<file path="src/rtl/update_dpram_wr_ctrl.sv">
// update_dpram_wr_ctrl: packs an update-packet byte stream big-endian into 32-bit
// words for the update-data DPRAM and holds the buffer until the reader releases it.
module update_dpram_wr_ctrl #(
    parameter int ADDR_W = 6,
    parameter int DEPTH  = 64
) (
    input  logic              clk,
    input  logic              rst,
    input  logic              din_vld,
    input  logic              din_sop,
    input  logic              din_eop,
    input  logic [7:0]        din_data,
    output logic              din_rdy,
    output logic              dp_wren,
    output logic [ADDR_W-1:0] dp_wraddress,
    output logic [31:0]       dp_data,
    output logic              pkt_done,
    output logic [ADDR_W:0]   pkt_words,
    output logic [ADDR_W+2:0] pkt_bytes,
    output logic              pkt_err,
    output logic              buf_full,
    input  logic              buf_release
);
    typedef enum logic [1:0] {IDLE, RECV, DONE} state_t;

    localparam logic [ADDR_W:0]   LP_DEPTH = (ADDR_W+1)'(DEPTH);
    localparam logic [ADDR_W+2:0] LP_MAXB  = (ADDR_W+3)'(4*DEPTH);

    state_t            r_state, w_next;
    logic [7:0]        r_lane [4];
    logic [1:0]        r_cnt, w_p;
    logic [ADDR_W:0]   r_widx, w_widx;
    logic [ADDR_W+2:0] r_bytes;
    logic              r_err, r_pend, r_done, r_wren;
    logic [ADDR_W-1:0] r_addr;
    logic [31:0]       r_data, w_word;
    logic              w_take, w_disc, w_last, w_wr;

    // A sop byte restarts lane and word index, abandoning any partial word.
    always_comb begin
        w_take = din_vld && r_state != DONE && (r_state == RECV || din_sop);
        w_p    = din_sop ? 2'd0 : r_cnt;
        w_widx = din_sop ? '0 : r_widx;
        w_disc = w_widx == LP_DEPTH && w_p == 2'd0;
        w_last = w_p == 2'd3 || din_eop;
        w_wr   = w_take && !w_disc && w_last;
        w_word = '0;
        for (int k = 0; k < 4; k++)
            w_word[31-8*k -: 8] = (k < int'(w_p)) ? r_lane[k] : (k == int'(w_p)) ? din_data : 8'h00;
        w_next = r_state;
        if (w_take && din_eop)
            w_next = DONE;
        else if (w_take)
            w_next = RECV;
        else if (r_state == DONE && buf_release)
            w_next = IDLE;
    end

    always_ff @(posedge clk) begin
        if (rst)
            r_state <= IDLE;
        else
            r_state <= w_next;
    end

    always_ff @(posedge clk) begin
        if (rst) begin
            for (int k = 0; k < 4; k++)
                r_lane[k] <= '0;
            r_cnt   <= '0;
            r_widx  <= '0;
            r_bytes <= '0;
            r_err   <= 1'b0;
            r_pend  <= 1'b0;
            r_done  <= 1'b0;
            r_wren  <= 1'b0;
            r_addr  <= '0;
            r_data  <= '0;
        end else begin
            r_wren <= w_wr;
            r_pend <= w_wr && din_eop;
            // An overflowed eop has no final write, so completion is reported one cycle sooner.
            r_done <= r_pend || (w_take && din_eop && w_disc);
            if (w_wr) begin
                r_addr <= w_widx[ADDR_W-1:0];
                r_data <= w_word;
            end
            if (w_take) begin
                r_lane[w_p] <= din_data;
                r_cnt       <= (w_disc || w_last) ? 2'd0 : w_p + 2'd1;
                r_widx      <= w_wr ? w_widx + 1'b1 : w_widx;
                r_bytes     <= din_sop ? (ADDR_W+3)'(1) : (r_bytes == LP_MAXB) ? r_bytes : r_bytes + 1'b1;
                r_err       <= !din_sop && (r_err || w_disc);
            end else if (r_state == DONE && buf_release) begin
                r_err <= 1'b0;
            end
        end
    end

    assign din_rdy      = r_state != DONE;
    assign buf_full     = r_state == DONE;
    assign dp_wren      = r_wren;
    assign dp_wraddress = r_addr;
    assign dp_data      = r_data;
    assign pkt_done     = r_done;
    assign pkt_words    = r_widx;
    assign pkt_bytes    = r_bytes;
    assign pkt_err      = r_err;
endmodule
</file>
<file path="config.mk">
export PLATFORM = sky130hd
export DESIGN_NAME = update_dpram_wr_ctrl
export DESIGN_NICKNAME = d
export VERILOG_FILES = /design/src/rtl/update_dpram_wr_ctrl.sv
export SDC_FILE = /design/constraint.sdc
export NUM_CORES = 1
export LEC_CHECK = 0
export BUFFER_PORTS_ARGS = -buffer_cell sky130_fd_sc_hd__buf_2
export CAP_MARGIN = 20
export CORE_ASPECT_RATIO = 1.25
export CORE_MARGIN = 4
export CORE_UTILIZATION = 45
export DETAILED_ROUTE_END_ITERATION = 6
export PLACE_DENSITY = 0.67
export SLEW_MARGIN = 20
export SYNTH_ARGS = -nofsm -noshare
export SYNTH_HDL_FRONTEND = slang
export SYNTH_SLANG_ARGS = --single-unit
export TNS_END_PERCENT = 100
</file>
<file path="constraint.sdc">
create_clock -name clk -period 2.4 [get_ports clk]
set_clock_uncertainty 0.05 [all_clocks]
set_input_delay 0.24 -clock clk [delete_from_list [all_inputs] [get_ports clk]]
set_output_delay 0.24 -clock clk [all_outputs]
set_load 0.02 [all_outputs]
</file>
==> results.sh, run 1 <==
export IMPL_synth_cell_area_sq_mm=0.003911
export IMPL_worst_r2r_setup_slack_ns=0.24
export IMPL_rows=37
export IMPL_synthMostInstantiatedCell="dfxtp_1"
export IMPL_post_cts_setup_buffers=0
export IMPL_route_detailed_drc=0
export IMPL_grt_pass1_vias=3453
export IMPL_p_leak_uw=0.001850
export IMPL_period_share_pct=89.80
export IMPL_synth_area_leaders="dfxtp_1 (32%), edfxtp_1 (18%), a21oi_1 (6.3%)"
export IMPL_fin_tns_setup_ns=0
export IMPL_overflow=0
export IMPL_rr_worst_depth=8
export IMPL_cp_num_buf_inv=2
export IMPL_htreeDepth=3
export IMPL_cts_resized=0
export IMPL_setup_viol=0
export IMPL_antenna_left=0
export IMPL_crit_fanout=24
export IMPL_cp_end_kind="flop"
export IMPL_core_area_sq_mm=0.008333
export IMPL_grt_pass1_wl_microns=17370
export IMPL_grt_max_degree=57
export IMPL_ir_drop_mv=0.3391
export IMPL_drt_iter0_drc=195
export IMPL_drive_gt1_share_pct=24.02
export IMPL_wl_per_cell_microns=17.91
export IMPL_layout_setup_ws_ns=0.2448
export IMPL_synth_edf_count=24
export IMPL_period_minus_slack_ns=2.155
export IMPL_place_area_sq_mm=0.004414
export IMPL_cp_top_family="simple AND/OR/NAND/NOR gates"
export IMPL_die_w_microns=91.39
export IMPL_preCtsSetupSlack_ns=0.1516
export IMPL_maxSlewHeadroom_pct=59.73
export IMPL_cp_slowest_cell="dfxtp_1"
export IMPL_wirelength_microns=10460
export IMPL_r2r_start="pkt_words[1]"
export IMPL_synth_nets=434
export IMPL_final_area_sq_mm=0.004621
export IMPL_tightest_slew_ns=0.6041
export IMPL_cts_buffer_depth=2
export IMPL_p_per_area_mw_per_mm2=653.6
export IMPL_vias=3495
export IMPL_clk_latency_ns=0.36
export IMPL_yosys_area_top_type_share_pct=31.73
export IMPL_globalplace_congestion=0.7910
export IMPL_worstSetupPathType="reg -> reg"
export IMPL_grt_antenna_before_repair=0
export IMPL_startpoint_type="flop"
export IMPL_nNetsFinal=504
export IMPL_dieArea_sq_mm=0.01026
export IMPL_start_util_pct=46.94
export IMPL_cp_required_ns=2.56
export IMPL_fin_hold_ws_ns=0.1178
export IMPL_grt_setup_unrepaired="false"
export IMPL_hold_path_startpoint="din_eop"
export IMPL_hold_class="in -> reg"
export IMPL_ys_warn_count=0
export IMPL_die_h_microns=112.2
export IMPL_groute_usage_overall_pct=20.88
export IMPL_r2r_end="dp_data[17]"
export IMPL_min_path_cells=2
export IMPL_io_buffers=72
export IMPL_syn_mean_instance_area_sq_um=9.493
export IMPL_max_freq_mhz=464.0
export IMPL_cap_violations=0
export IMPL_synth_top_cell_by_area="dfxtp_1"
export IMPL_arrival_ns=2.32
export IMPL_cts_tree="yes"
export IMPL_pin_count=73
export IMPL_ys_async_sr_fraction_pct=0
export IMPL_netlist_instances=412
export IMPL_viasPerCell=5.985
export IMPL_ys_flop_type="dfxtp_1"
export IMPL_first_pass_iters=4
export IMPL_cts_root_buffer="clkbuf_8"
export IMPL_clock_sinks=86
export IMPL_max_stage_delay_ns=0.40
export IMPL_ctsHoldBuffers=0
export IMPL_clk_pin_slew_worst_paths_ns=0.08
export IMPL_hpwl_microns=7181
export IMPL_ys_types=53
export IMPL_numCtsBuffers=9
export IMPL_run_status="completed"
export IMPL_synth_seq_area_share_pct=50.16
export IMPL_syn_to_final_growth_pct=18.14
export IMPL_synthTopCellsByCount="dfxtp_1 (62), a21oi_1 (49), nand3_1 (32)"
export IMPL_antenna_cells=0
export IMPL_report_final_slew_viol_count=0
export IMPL_final_hold_viol_count=0
export IMPL_worstPathCellList="nor2b_1, inv_1, ha_1, and4bb_1, a21o_1, nor2_1, buf_4, a311oi_1"
export IMPL_ys_seq_elements=86
export IMPL_filler_cell_count=774
export IMPL_hold_end="r_state[0]"
[through the flow]
stage,utilization [%],cells,power (uW)
final,55.45,584,3020
after global routing,55.45,584,3138
after CTS,55.45,584,3033
after detailed placement,52.97,568,1956
after global placement,52.97,568,1950
after floorplan,-,412,1823
[final cells by class]
cell class / instances / area, sq um / area share, %
clock inverter: 5 / 75.07 / 1.625
inverter: 19 / 71.32 / 1.543
multi-input combinational: 276 / 1739 / 37.64
sequential: 86 / 1962 / 42.46
clock buffer: 11 / 131.4 / 2.843
timing repair buffer: 90 / 520.5 / 11.26
tap: 97 / 121.4 / 2.627
[report_power, final]
| part | leakage [uW] | internal (uW) | total [uW] | switching [uW] |
|---|---|---|---|---|
| logic | 0.000989 | 111 | 347 | 236 |
| registers | 0.000754 | 1550 | 1580 | 29.5 |
| clock network | 0.000107 | 582 | 1100 | 516 |
| total | 0.00185 | 2240 | 3020 | 781 |
[cells in the final DEF (no fill, tap or decap), drive strengths merged, types with 8 or more instances in the layout]
master,n
a21oi,50
o21ai,30
ha,8
and2,17
nand3,32
a22oi,9
nand4,10
dfxtp,62
clkbuf,11
edfxtp,24
buf,90
inv,19
a311oi,18
nand2,27
a211oi,10
[worst register-to-register path, cell delays in order, from the launching register on]
cell and delay [ns]:
dfxtp_1 0.40, nor2b_1 0.19, inv_1 0.06, ha_1 0.18, and4bb_1 0.25, a21o_1 0.31
nor2_1 0.14, buf_4 0.30, a311oi_1 0.15
[sequential cells by signal, summed over array words and instances, names as in the netlist, 2 cells and up]
register	flops
pkt_bytes	9
dp_data	32
r_lane	24
r_cnt	2
dp_wraddress	6
pkt_words	7
r_state	2
[metal layers]
metal | vias up | GRT usage, % | part of all wire (%)
met5 | - | 0 | 0
met4 | 0 | 7.445 | 1.8
met3 | 17 | 4.088 | 4.8
met2 | 101 | 34.62 | 51
met1 | 1708 | 27.03 | 43
li1 | 1669 | - | -
[cell families after synthesis]
logic type / Yosys count / share of synthesized area (%)
mux: 4 / 1.024
buf+inv: 50 / 5.374
simple gates: 126 / 18.27
compound gates: 138 / 22.62
flops: 86 / 50.16
fa+ha+maj: 8 / 2.559
[how the worst max path moves through the flow]
stage	startpoint	end	slack, ns	depth (start not counted)
5_1_grt	pkt_words[1]	dp_data[28]	0.04	8
2_1_floorplan	pkt_words[1]	dp_data[28]	0.30	8
4_1_cts	pkt_words[1]	dp_data[17]	0.24	8
6_report	pkt_words[1]	dp_data[17]	0.24	8
3_3_place_gp	din_sop	r_lane[1][3]	0.18	6
3_5_place_dp	din_sop	dp_data[17]	0.15	9
No activity file was read; power rests on OpenSTA's default activity.
==> run 2, diff against run 1 <==
Settings changed: RECOVER_POWER set to 50.
==> run 2 against run 1 <==
Against the previous run:
- power decreased by 0.25%
- core utilization decreased by 1.1 points
- die area unchanged
- critical path depth decreased by 4
- combinational power decreased by 3%
- first-iteration DRC count decreased by 0.51%
- final cell count unchanged
- register-to-register slack got worse by 0.09 ns
- via count increased by 0.49%
- design area decreased by 1.9%
- clock power about the same
- clock-buffer cell count unchanged
==> results.sh, run 2 (same netlist as run 1, synthesis figures left out) <==
export IMPL_post_cts_setup_buffers=0
export IMPL_p_per_area_mw_per_mm2=664.8
export IMPL_startpoint_type="flop"
export IMPL_largest_reg_flops=32
export IMPL_clock_sinks=86
export IMPL_vias=3512
export IMPL_cp_required_ns=2.38
export IMPL_rr_worst_depth=4
export IMPL_worstSetupPathType="reg -> reg"
export IMPL_cts_buffer_depth=2
export IMPL_antenna_cells=0
export IMPL_hold_end="r_state[0]"
export IMPL_overflow=0
export IMPL_cts_root_buffer="clkbuf_8"
export IMPL_cts_resized=0
export IMPL_report_final_slew_viol_count=0
export IMPL_pwr_share_clk_pct=36.5
export IMPL_wirelength_microns=10490
export IMPL_switching_share_pct=26.01
export IMPL_final_hold_viol_count=0
export IMPL_r2r_end="r_lane[2][0]"
export IMPL_p_int_uw=2229
export IMPL_grt_antenna_before_repair=0
export IMPL_final_util_pct=54.38
export IMPL_worstPathCellList="and2_0, o211ai_2, nor3_1, or2_1"
export IMPL_period_share_pct=93.52
export IMPL_p_leak_uw=0.001596
export IMPL_cap_violations=0
export IMPL_first_pass_iters=4
export IMPL_r2r_start="r_state[0]"
export IMPL_place_area_sq_mm=0.004414
export IMPL_setup_viol=0
export IMPL_cp_slowest_cell="nor3_1"
export IMPL_crit_cells=4
export IMPL_fin_tns_setup_ns=0
export IMPL_hold_class="in -> reg"
export IMPL_grt_max_degree=57
export IMPL_die_h_microns=112.2
export IMPL_drive_gt1_share_pct=11.29
export IMPL_grt_pass1_vias=3453
export IMPL_worst_r2r_setup_slack_ns=0.16
export IMPL_maxSlewHeadroom_pct=49.41
export IMPL_run_status="completed"
export IMPL_min_path_cells=2
export IMPL_crit_fanout=9
export IMPL_cts_tree="yes"
export IMPL_clk_latency_ns=0.36
export IMPL_ir_drop_mv=0.3451
export IMPL_p_seq_share_pct=52.3
export IMPL_start_util_pct=46.94
export IMPL_rows=37
export IMPL_drt_iter0_drc=194
export IMPL_syn_to_final_growth_pct=15.87
export IMPL_grt_pass1_wl_microns=17370
export IMPL_grt_setup_unrepaired="false"
export IMPL_pin_count=73
export IMPL_cp_num_buf_inv=0
export IMPL_groute_usage_overall_pct=20.88
export IMPL_ctsHoldBuffers=0
export IMPL_die_w_microns=91.39
export IMPL_clk_pin_slew_worst_paths_ns=0.09
export IMPL_route_detailed_drc=0
export IMPL_p_sw_uw=783.5
export IMPL_antenna_left=0
export IMPL_hold_path_startpoint="din_eop"
export IMPL_core_area_sq_mm=0.008333
export IMPL_globalplace_congestion=0.7910
export IMPL_final_area_sq_mm=0.004532
export IMPL_cp_top_family="simple AND/OR/NAND/NOR gates"
export IMPL_nNetsFinal=504
export IMPL_numCtsBuffers=9
export IMPL_final_cell_mix="clkbuf_1 (62), dfxtp_1 (62), a21oi_1 (49), nand3_1 (32), nand2_1 (27)"
export IMPL_hpwl_microns=7181
export IMPL_io_buffers=72
export IMPL_max_freq_mhz=445.5
export IMPL_period_minus_slack_ns=2.245
export IMPL_comb_power_share_pct=11.1
export IMPL_htreeDepth=3
export IMPL_arrival_ns=2.22
export IMPL_tightest_slew_ns=0.7531
export IMPL_wl_per_cell_microns=17.96
export IMPL_dieArea_sq_mm=0.01026
export IMPL_viasPerCell=6.014
export IMPL_cp_end_kind="flop"
export IMPL_max_stage_delay_ns=0.61
run 2: through the flow:
stage | std cells | hold WS, ns | setup WS, ns | power (uW)
4_1_cts | 584 | 0.1023 | 0.2412 | 3033
2_1_floorplan | 412 | 0.3012 | 0.2995 | 1823
3_5_place_dp | 568 | 0.3971 | 0.1516 | 1956
5_1_grt | 584 | 0.1351 | 0.01959 | 3126
6_report | 584 | 0.1173 | 0.1555 | 3013
3_3_place_gp | 568 | 0.3946 | 0.1833 | 1950
run 2: per-layer routing:
metal | vias up | GRT usage (%) | wire length [microns]
met2 | 89 | 34.62 | 5161
li1 | 1674 | - | -
met1 | 1732 | 27.03 | 4655
met3 | 17 | 4.088 | 449
met4 | 0 | 7.445 | 224
met5 | - | 0 | 0
run 2: how the worst max path moves through the flow:
stage	startpoint	to	slack, ns
after floorplan	pkt_words[1]	dp_data[28]	0.30
after global placement	din_sop	r_lane[1][3]	0.18
after detailed placement	din_sop	dp_data[17]	0.15
after CTS	pkt_words[1]	dp_data[17]	0.24
after global routing	r_state[0]	r_lane[2][7]	0.02
final	r_state[0]	r_lane[2][0]	0.16
run 2: cell type report:
cell class | instances | area [sq um]
flip-flops and latches | 86 | 1962
multi-input cells | 276 | 1730
fillers | 824 | 3801
repair buffers | 90 | 440.4
clock inverters | 5 | 75.07
inverters | 19 | 71.32
well taps | 97 | 121.4
clock buffers | 11 | 131.4
run 2: power groups by stage:
stage                     combinational (uW)  clock, uW  sequential (uW)
final                                    336       1100             1580
after global routing                     369       1170             1580
after CTS                                349       1110             1580
after detailed placement                 348          0             1610
after global placement                   343          0             1610
after floorplan                          183          0             1640
==> run 3, diff against run 2 <==
Settings changed: CAP_MARGIN 20 to unset.
Clock period 2.4 ns to 2.6 ns, I/O delays scaled along.
==> run 3 against run 2 <==
Against the previous run:
- hold slack better by 0.042 ns
- design area is 1.8% lower
- largest power group unchanged
- fmax is 3.5% lower
- largest cell class unchanged
- final cell count is 0.51% lower
- core utilization is 0.96 points lower
- combinational power is 10% lower
- critical path type unchanged
==> results.sh, run 3 (same netlist as run 1, synthesis figures left out) <==
export IMPL_run_status="completed"
export IMPL_largest_reg_flops=32
export IMPL_period_share_pct=89.50
export IMPL_arrival_ns=2.49
export IMPL_grt_antenna_before_repair=0
export IMPL_grt_max_degree=57
export IMPL_p_per_area_mw_per_mm2=590.7
export IMPL_io_buffers=72
export IMPL_drt_iter0_drc=172
export IMPL_final_hold_viol_count=0
export IMPL_die_h_microns=112.2
export IMPL_final_cell_mix="clkbuf_1 (63), dfxtp_1 (62), a21oi_1 (49), nand3_1 (32), nand2_1 (27)"
export IMPL_dieArea_sq_mm=0.01026
export IMPL_antenna_cells=0
export IMPL_wl_per_cell_microns=17.94
export IMPL_period_minus_slack_ns=2.327
export IMPL_viasPerCell=6.014
export IMPL_cap_violations=0
export IMPL_cts_tree="yes"
export IMPL_cp_required_ns=2.76
export IMPL_rows=37
export IMPL_first_pass_iters=4
export IMPL_grt_pass1_wl_microns=17150
export IMPL_wirelength_microns=10420
export IMPL_worstSetupPathType="reg -> reg"
export IMPL_antenna_left=0
export IMPL_numCtsBuffers=9
export IMPL_hpwl_microns=7144
export IMPL_overflow=0
export IMPL_grt_pass1_vias=3377
export IMPL_report_final_slew_viol_count=0
export IMPL_grt_setup_unrepaired="false"
export IMPL_crit_fanout=24
export IMPL_cts_resized=0
export IMPL_finalPower_uw=2630
export IMPL_start_util_pct=46.94
export IMPL_route_detailed_drc=0
export IMPL_die_w_microns=91.39
export IMPL_drive_gt1_share_pct=10.12
export IMPL_wl_met1_microns=4324
export IMPL_max_freq_mhz=429.7
export IMPL_nNetsFinal=501
export IMPL_ctsHoldBuffers=0
export IMPL_hold_class="in -> reg"
export IMPL_post_cts_setup_buffers=0
export IMPL_multi_input_area_sq_mm=0.001725
export IMPL_placedCellCount=565
export IMPL_final_common_cell="clkbuf_1"
export IMPL_groute_usage_overall_pct=20.72
export IMPL_vias=3494
export IMPL_htreeDepth=3
export IMPL_startpoint_type="flop"
export IMPL_filler_cell_count=817
export IMPL_met2WireLength_microns=5297
export IMPL_ir_drop_mv=0.3380
export IMPL_core_area_sq_mm=0.008333
export IMPL_fin_tns_setup_ns=0
export IMPL_pin_count=73
export IMPL_p_leak_uw=0.001543
export IMPL_clk_pin_slew_worst_paths_ns=0.09
export IMPL_maxUsedRoutingLayer="met4"
export IMPL_cp_end_kind="flop"
export IMPL_globalplace_congestion=0.8020
export IMPL_cts_root_buffer="clkbuf_8"
export IMPL_met3_length_microns=604
export IMPL_setup_viol=0
export IMPL_clock_sinks=86
export IMPL_clk_latency_ns=0.36
export IMPL_final_cells=581
export IMPL_tightest_slew_ns=0.6789
export IMPL_regArea_sq_mm=0.001962
export IMPL_cts_buffer_depth=2
export IMPL_syn_to_final_growth_pct=13.82
export IMPL_maxSlewHeadroom_pct=54.54
-- run 3: layout make-up --
cell class	count	share of cell area (%)
clock buffer	11	3.429
clock inverter	5	0.7026
inverter	19	1.602
multi-input combinational	276	38.76
sequential	86	44.07
tap	97	2.726
timing repair buffer	87	8.713
-- run 3: worst paths after layout --
kind                      from          end  slack [ns]  cells past startpoint
setup reg to reg  pkt_words[1]  dp_data[22]        0.27                      8
hold reg to reg       r_cnt[0]     r_cnt[0]        0.41                      2
hold / removal         din_eop   r_state[0]        0.16                      2
setup / recovery  pkt_words[1]  dp_data[22]        0.27                      8
-- run 3: per-stage QoR --
step                hold slack [ns]  util, %  cell area, sq um  setup WS [ns]
finish                       0.1597    53.42              4452         0.2730
global route                 0.1330    53.42              4452        0.04381
CTS                          0.1274    54.61              4551         0.1990
floorplan                    0.3212        -              3911         0.4995
global placement             0.4009    52.40              4367         0.2703
detailed placement           0.3977    52.40              4367         0.1479
-- run 3: power breakdown --
group	switching, uW	internal [uW]
sequential	27.8	1430
clock	471	403
combinational	216	84.9
total	715	1910
-- run 3: metal layers --
layer / up-vias / global-route usage (%)
met4: 0 / 9.557
li1: 1671 / -
met3: 13 / 3.485
met1: 1691 / 26.78
met5: - / 0
met2: 119 / 33.74
-- run 3: critical path, stage by stage (launching register included) --
cell      delay [ns]
dfxtp_1         0.41
nor2b_1         0.29
inv_1           0.08
ha_1            0.19
and4bb_1        0.24
a21o_2          0.33
nor2_1          0.13
buf_4           0.30
a311oi_1        0.14
